### config.mk
export PLATFORM = sky130hd
export DESIGN_NAME = ram128k_arbiter
export DESIGN_NICKNAME = d
export VERILOG_FILES = /design/src/rtl/ram128k_arbiter.sv
export SDC_FILE = /design/constraint.sdc
export NUM_CORES = 1
export LEC_CHECK = 0
export CORE_MARGIN = 2
export CORE_UTILIZATION = 33
export DETAILED_ROUTE_END_ITERATION = 10
export GPL_ROUTABILITY_DRIVEN = 0
export PLACE_DENSITY = 0.8
export SYNTH_ARGS = -nofsm -noshare
export SYNTH_HDL_FRONTEND = slang
export SYNTH_SLANG_ARGS = --single-unit
### constraint.sdc
create_clock -name clka -period 1.75 [get_ports clka]
set_clock_uncertainty 0.05 [all_clocks]
set_input_delay 0.2625 -clock clka [delete_from_list [all_inputs] [get_ports clka]]
set_output_delay 0.2625 -clock clka [all_outputs]
set_load 0.01 [all_outputs]
### src/rtl/ram128k_arbiter.sv
// Two-master arbiter and sequencer for a single-port block RAM with 1-cycle read latency.
// Optionally clears the whole RAM after reset before granting any access.
module ram128k_arbiter #(
  parameter int              AW             = 17,
  parameter int              DW             = 9,
  parameter int              CLEAR_ON_RESET = 1,
  parameter logic [DW-1:0]   CLEAR_VALUE    = '0,
  parameter int              FIXED_PRIO     = 0
) (
  input  logic          clka,
  input  logic          reset,
  input  logic          m0_req,
  input  logic          m0_we,
  input  logic [AW-1:0] m0_addr,
  input  logic [DW-1:0] m0_wdata,
  output logic          m0_ready,
  output logic          m0_rvalid,
  output logic [DW-1:0] m0_rdata,
  input  logic          m1_req,
  input  logic          m1_we,
  input  logic [AW-1:0] m1_addr,
  input  logic [DW-1:0] m1_wdata,
  output logic          m1_ready,
  output logic          m1_rvalid,
  output logic [DW-1:0] m1_rdata,
  output logic          ram_ena,
  output logic          ram_wea,
  output logic [AW-1:0] ram_addra,
  output logic [DW-1:0] ram_dina,
  input  logic [DW-1:0] ram_douta,
  output logic          init_done
);

  typedef enum logic {CLEAR, RUN} state_t;

  state_t        state, state_nxt;
  logic [AW-1:0] clr_cnt;
  logic          rr_last;
  logic          gnt0, gnt1;
  logic          vld0_p1, vld1_p1;

  always_comb begin
    state_nxt = state;
    gnt0      = 1'b0;
    gnt1      = 1'b0;
    ram_ena   = 1'b0;
    ram_wea   = 1'b0;
    ram_addra = '0;
    ram_dina  = '0;
    case (state)
      CLEAR: begin
        ram_ena   = 1'b1;
        ram_wea   = 1'b1;
        ram_addra = clr_cnt;
        ram_dina  = CLEAR_VALUE;
        if (clr_cnt == '1) state_nxt = RUN;
      end
      RUN: begin
        // Nothing is accepted while reset is held, so no read can outlive it.
        if (!reset) begin
          if (m0_req && m1_req) begin
            gnt0 = (FIXED_PRIO != 0) || rr_last;
            gnt1 = !gnt0;
          end else begin
            gnt0 = m0_req;
            gnt1 = m1_req;
          end
        end
        if (gnt0) begin
          ram_ena   = 1'b1;
          ram_wea   = m0_we;
          ram_addra = m0_addr;
          ram_dina  = m0_wdata;
        end else if (gnt1) begin
          ram_ena   = 1'b1;
          ram_wea   = m1_we;
          ram_addra = m1_addr;
          ram_dina  = m1_wdata;
        end
      end
    endcase
  end

  // Stage p1: RAM read data appears, tagged with the owning master
  always_ff @(posedge clka) begin
    if (reset) begin
      state     <= (CLEAR_ON_RESET != 0) ? CLEAR : RUN;
      clr_cnt   <= '0;
      rr_last   <= 1'b1;
      init_done <= 1'b0;
      vld0_p1   <= 1'b0;
      vld1_p1   <= 1'b0;
    end else begin
      state <= state_nxt;
      if (state == CLEAR) clr_cnt <= clr_cnt + AW'(1);
      if (gnt0)      rr_last <= 1'b0;
      else if (gnt1) rr_last <= 1'b1;
      init_done <= (state_nxt == RUN);
      vld0_p1   <= gnt0 && !m0_we;
      vld1_p1   <= gnt1 && !m1_we;
    end
  end

  assign m0_ready = gnt0;
  assign m1_ready = gnt1;

  // A read accepted just before reset must not be reported in the reset cycle itself.
  assign m0_rvalid = vld0_p1 && !reset;
  assign m1_rvalid = vld1_p1 && !reset;
  assign m0_rdata  = ram_douta;
  assign m1_rdata  = ram_douta;

endmodule

==> metrics.md <==
| Metric | Value |
|---|---|
| CTS tree | done |
| Mean Syn Cell Area | 8.31 µm² |
| Dpl hpwl | 3.36 mm |
| Final Max Tran Viols | 0 |
| Critical Path Slowest Stage Cell | dfxtp_4 |
| Crit path DAT | 1560 ps |
| Vias in the first global route | 1530 |
| Yosys reg bits | 21 |
| RSZ-0062 raised after global routing | yes |
| Clock sinks | 21 |
| Clock latency on the worst-skew pair | 260 ps |
| # hold bufs at CTS | 0 |
| Sequential area share after synthesis | roughly 28% |
| Fillers | 402 |
| Ys flop type | dfxtp_1 |
| Final Cycle Share | 107% |
| Fraction of power spent switching nets | 22.4% |
| Mapped cell area | 1500 µm² |
| I/O pin cnt | 118 |
| WL met2 | 2.25 mm |
| Syn Inst Count | 180 |
| DRT iter0 DRCs | 46 |
| Worst r2r path cells | 6 |
| DIE AREA | 5090 µm² |
| CTS root buf | clkbuf_8 |
| VDD IR max | 0.254 mV |
| Placeable Area | approximately 4400 µm² |
| Worst Slack Setup Final | -122 ps |
| Initial core utilization | 34.4% |
| Vias/cell | between 5 and 6 |
| Post-layout min period | 1870 ps |
| Maxcap violations | 0 |
| R2r endpoint | clr_cnt[16]$_SDFFE_PP0N_ |
| Net switching power | 0.000227 W |
| DRC errors left | 0 |
| WS Path Type | reg2out |
| Slew headroom | between 80 and 90% |
| Routed length per instance | around 15 µm |
| Chip width | 71.3 µm |
| Cell Chain, Critical Path | a21boi_2, nor2b_4, buf_12, buf_12, a221o_1, buf_2 |
| Status | finished with violations |
| WHS | ~450 ps |
| Synth unique cells | 40 |
| Total gr overflow | 0 |
| Rows | 24 |
| EDFF count, synth | 0 |
| DR top layer | met4 |
| Routed Antenna Nets | 0 |
| Synth area leader | dfxtp_1 |
| Startpoint types | register |
| Initial antenna violation count | 0 |
| Logic pwr share | 20.1% |
| CP top delay family | buffers and inverters |
| R2R Setup Slk | 130 ps |
| Post-synth top area share | 28.1% |
| Number of port buffers | 90 |
| Cell count along the critical path | 6 |
| Clk buf depth | 2 |
| Total Routing Usage GR | roughly 18% |
| Reg power frac | 47.9% |
| CP dominant cell by count | buf_12 |
| Part of the power in the clock network | 32.0% |
| Worst min-delay path class | reg2reg |
| Most common cell after layout, fill and taps aside | clkdlybuf4s50_1 |
| Failing checks | setup timing |
| Wl on met1 | between 1.5 and 2 mm |
| Largest cells by area after synthesis | dfxtp_1, a221o_1, buf_4, nor2b_1, a22o_1 |
| Num CTS Buffers | 3 |
| Die Y | 71.3 µm |
| DRT Pass-1 Iters | 4 |
| Wirelength, routed | 4.64 mm |
| Worst R2R Start | clr_cnt[6]$_SDFFE_PP0N_ |
| Worst Tran Pin Value | 253 ps |
| Synth warnings | 0 |
| H-tree Lvls | 1 |
| Max incr delay on CP | 380 ps |
| Int Pwr | 0.000786 W |
| Final Hold Fails | 0 |
| Area delta synth->final | 68.2% |
| Synthesized Nets | 249 |
| Final setup viols | 19 |
| Final nets | 337 |
| Met3 WL post-DR | 436 µm |
| Largest net degree at the start of global routing | 28 |
| Lkg Pwr | 1.10 nW |
| FMAX | 534 MHz |
| Worst Setup SP | rr_last$_SDFFE_PP1P_ |
| Clock Pin Slew Worst Setup and Hold Paths | 80 ps |
| Vias | 1630 |
| Power density over the cells | slightly above 400 nW/µm² |
| Global-route wire length before repair | 7.32 mm |
| Worst Setup EP | ram_addra[4] |
| ANT cells | 0 |
| Fin util | between 50 and 60% |
| Async set or reset register ratio after synthesis | 0% |
| Crit. End Element | output pin |
| Most frequent cells in the layout | clkdlybuf4s50_1, buf_2, nor2b_1, nor2_1, dfxtp_1 |
| Bufs and invs on worst path | 3 |
| Crit-path max FO | 6 |
| Share of layout cells above drive strength 1 | 25.1% |
| Critical Path RT | 1440 ps |
sequential cells by signal, summed over array words and instances, names as in the netlist:
name and flops:
clr_cnt 17, rr_last 1, state 1, vld0_p1 1
vld1_p1 1
cells in the mapped netlist (2+ instances only):
library cell	number
a21oi_1	5
a221o_1	16
a22o_1	9
and3_1	2
buf_2	4
buf_4	18
clkbuf_1	5
dfxtp_1	21
ha_1	2
inv_1	4
mux2i_1	2
nand2_1	4
nand3_1	5
nand4_1	4
nor2_1	20
nor2b_1	21
nor3_1	4
o21ai_0	4
xnor2_1	5
xor2_1	5
power groups by stage:
stage | clock (W) | combinational (W) | sequential [W]
3_5_place_dp | 0 | 0.000202 | 0.000500
6_report | 0.000324 | 0.000204 | 0.000485
3_3_place_gp | 0 | 0.000201 | 0.000499
4_1_cts | 0.000327 | 0.000199 | 0.000488
2_1_floorplan | 0 | 0.0000804 | 0.000500
5_1_grt | 0.000349 | 0.000218 | 0.000487
final cells by class:
| cell class | count | area, µm² | share of cell area, % |
|---|---|---|---|
| multi-input combinational | 125 | 912 | 36.2 |
| timing repair buffer | 113 | 1050 | 41.7 |
| clock buffer | 3 | 41.3 | 1.64 |
| inverter | 4 | 15.0 | 0.596 |
| tap | 52 | 65.1 | 2.58 |
| sequential | 21 | 428 | 17.0 |
| clock inverter | 1 | 5.00 | 0.199 |
stage by stage:
step                worst slack (ps)  total power, W  cell area (µm²)  TNS [ps]  cells
floorplan                       21.7        0.000580             1500         0    180
global placement                -667        0.000701             2430    -18370    310
detailed placement              -687        0.000702             2430    -19450    310
CTS                             -129         0.00101             2510     -2420    320
global route                    -187         0.00105             2520     -3310    319
finish                          -122         0.00101             2520     -1460    319
what timing repair did:
action / in CTS / in global routing
pin swaps: 25 / 7
setup endpoints to repair: 33 / 33
cloned: 3 / 0
setup buffers: 3 / 2
resized for setup: 132 / 15
worst min-delay path, cell delays in order (launching register included):
cell and delay [ps]:
dfxtp_1 330, o31ai_1 70, a21oi_1 60
worst min-delay path by stage:
stage	cells past startpoint	end	slack [ps]	startpoint
final	2	clr_cnt[15]$_SDFFE_PP0N_	450	clr_cnt[15]$_SDFFE_PP0N_
after global routing	2	clr_cnt[14]$_SDFFE_PP0N_	470	clr_cnt[14]$_SDFFE_PP0N_
after CTS	2	clr_cnt[15]$_SDFFE_PP0N_	450	clr_cnt[15]$_SDFFE_PP0N_
after detailed placement	2	clr_cnt[15]$_SDFFE_PP0N_	440	clr_cnt[15]$_SDFFE_PP0N_
after global placement	2	clr_cnt[15]$_SDFFE_PP0N_	430	clr_cnt[15]$_SDFFE_PP0N_
after floorplan	1	vld1_p1$_SDFF_PP0_	280	m1_we
layer usage:
metal	vias up	GRT usage (%)
met5	-	0
met4	0	3.35
met3	2	3.66
met2	69	31.9
met1	746	22.2
li1	813	-
cells by family (layout without fill, tap and decap cells):
logic type                 Yosys count  after routing  synth area share (%)
AOI/OAI and AO/OA                   41             41                  23.0
adders and majority gates            2              2                  1.67
xor gates and xnor gates            10             10                  5.85
and+or+nand+nor                     70             70                  26.1
DFF                                 21             21                  28.1
muxes                                2              2                  1.34
buffers and inverters               34            121                  14.0
Power figures use the tool's default switching activity.
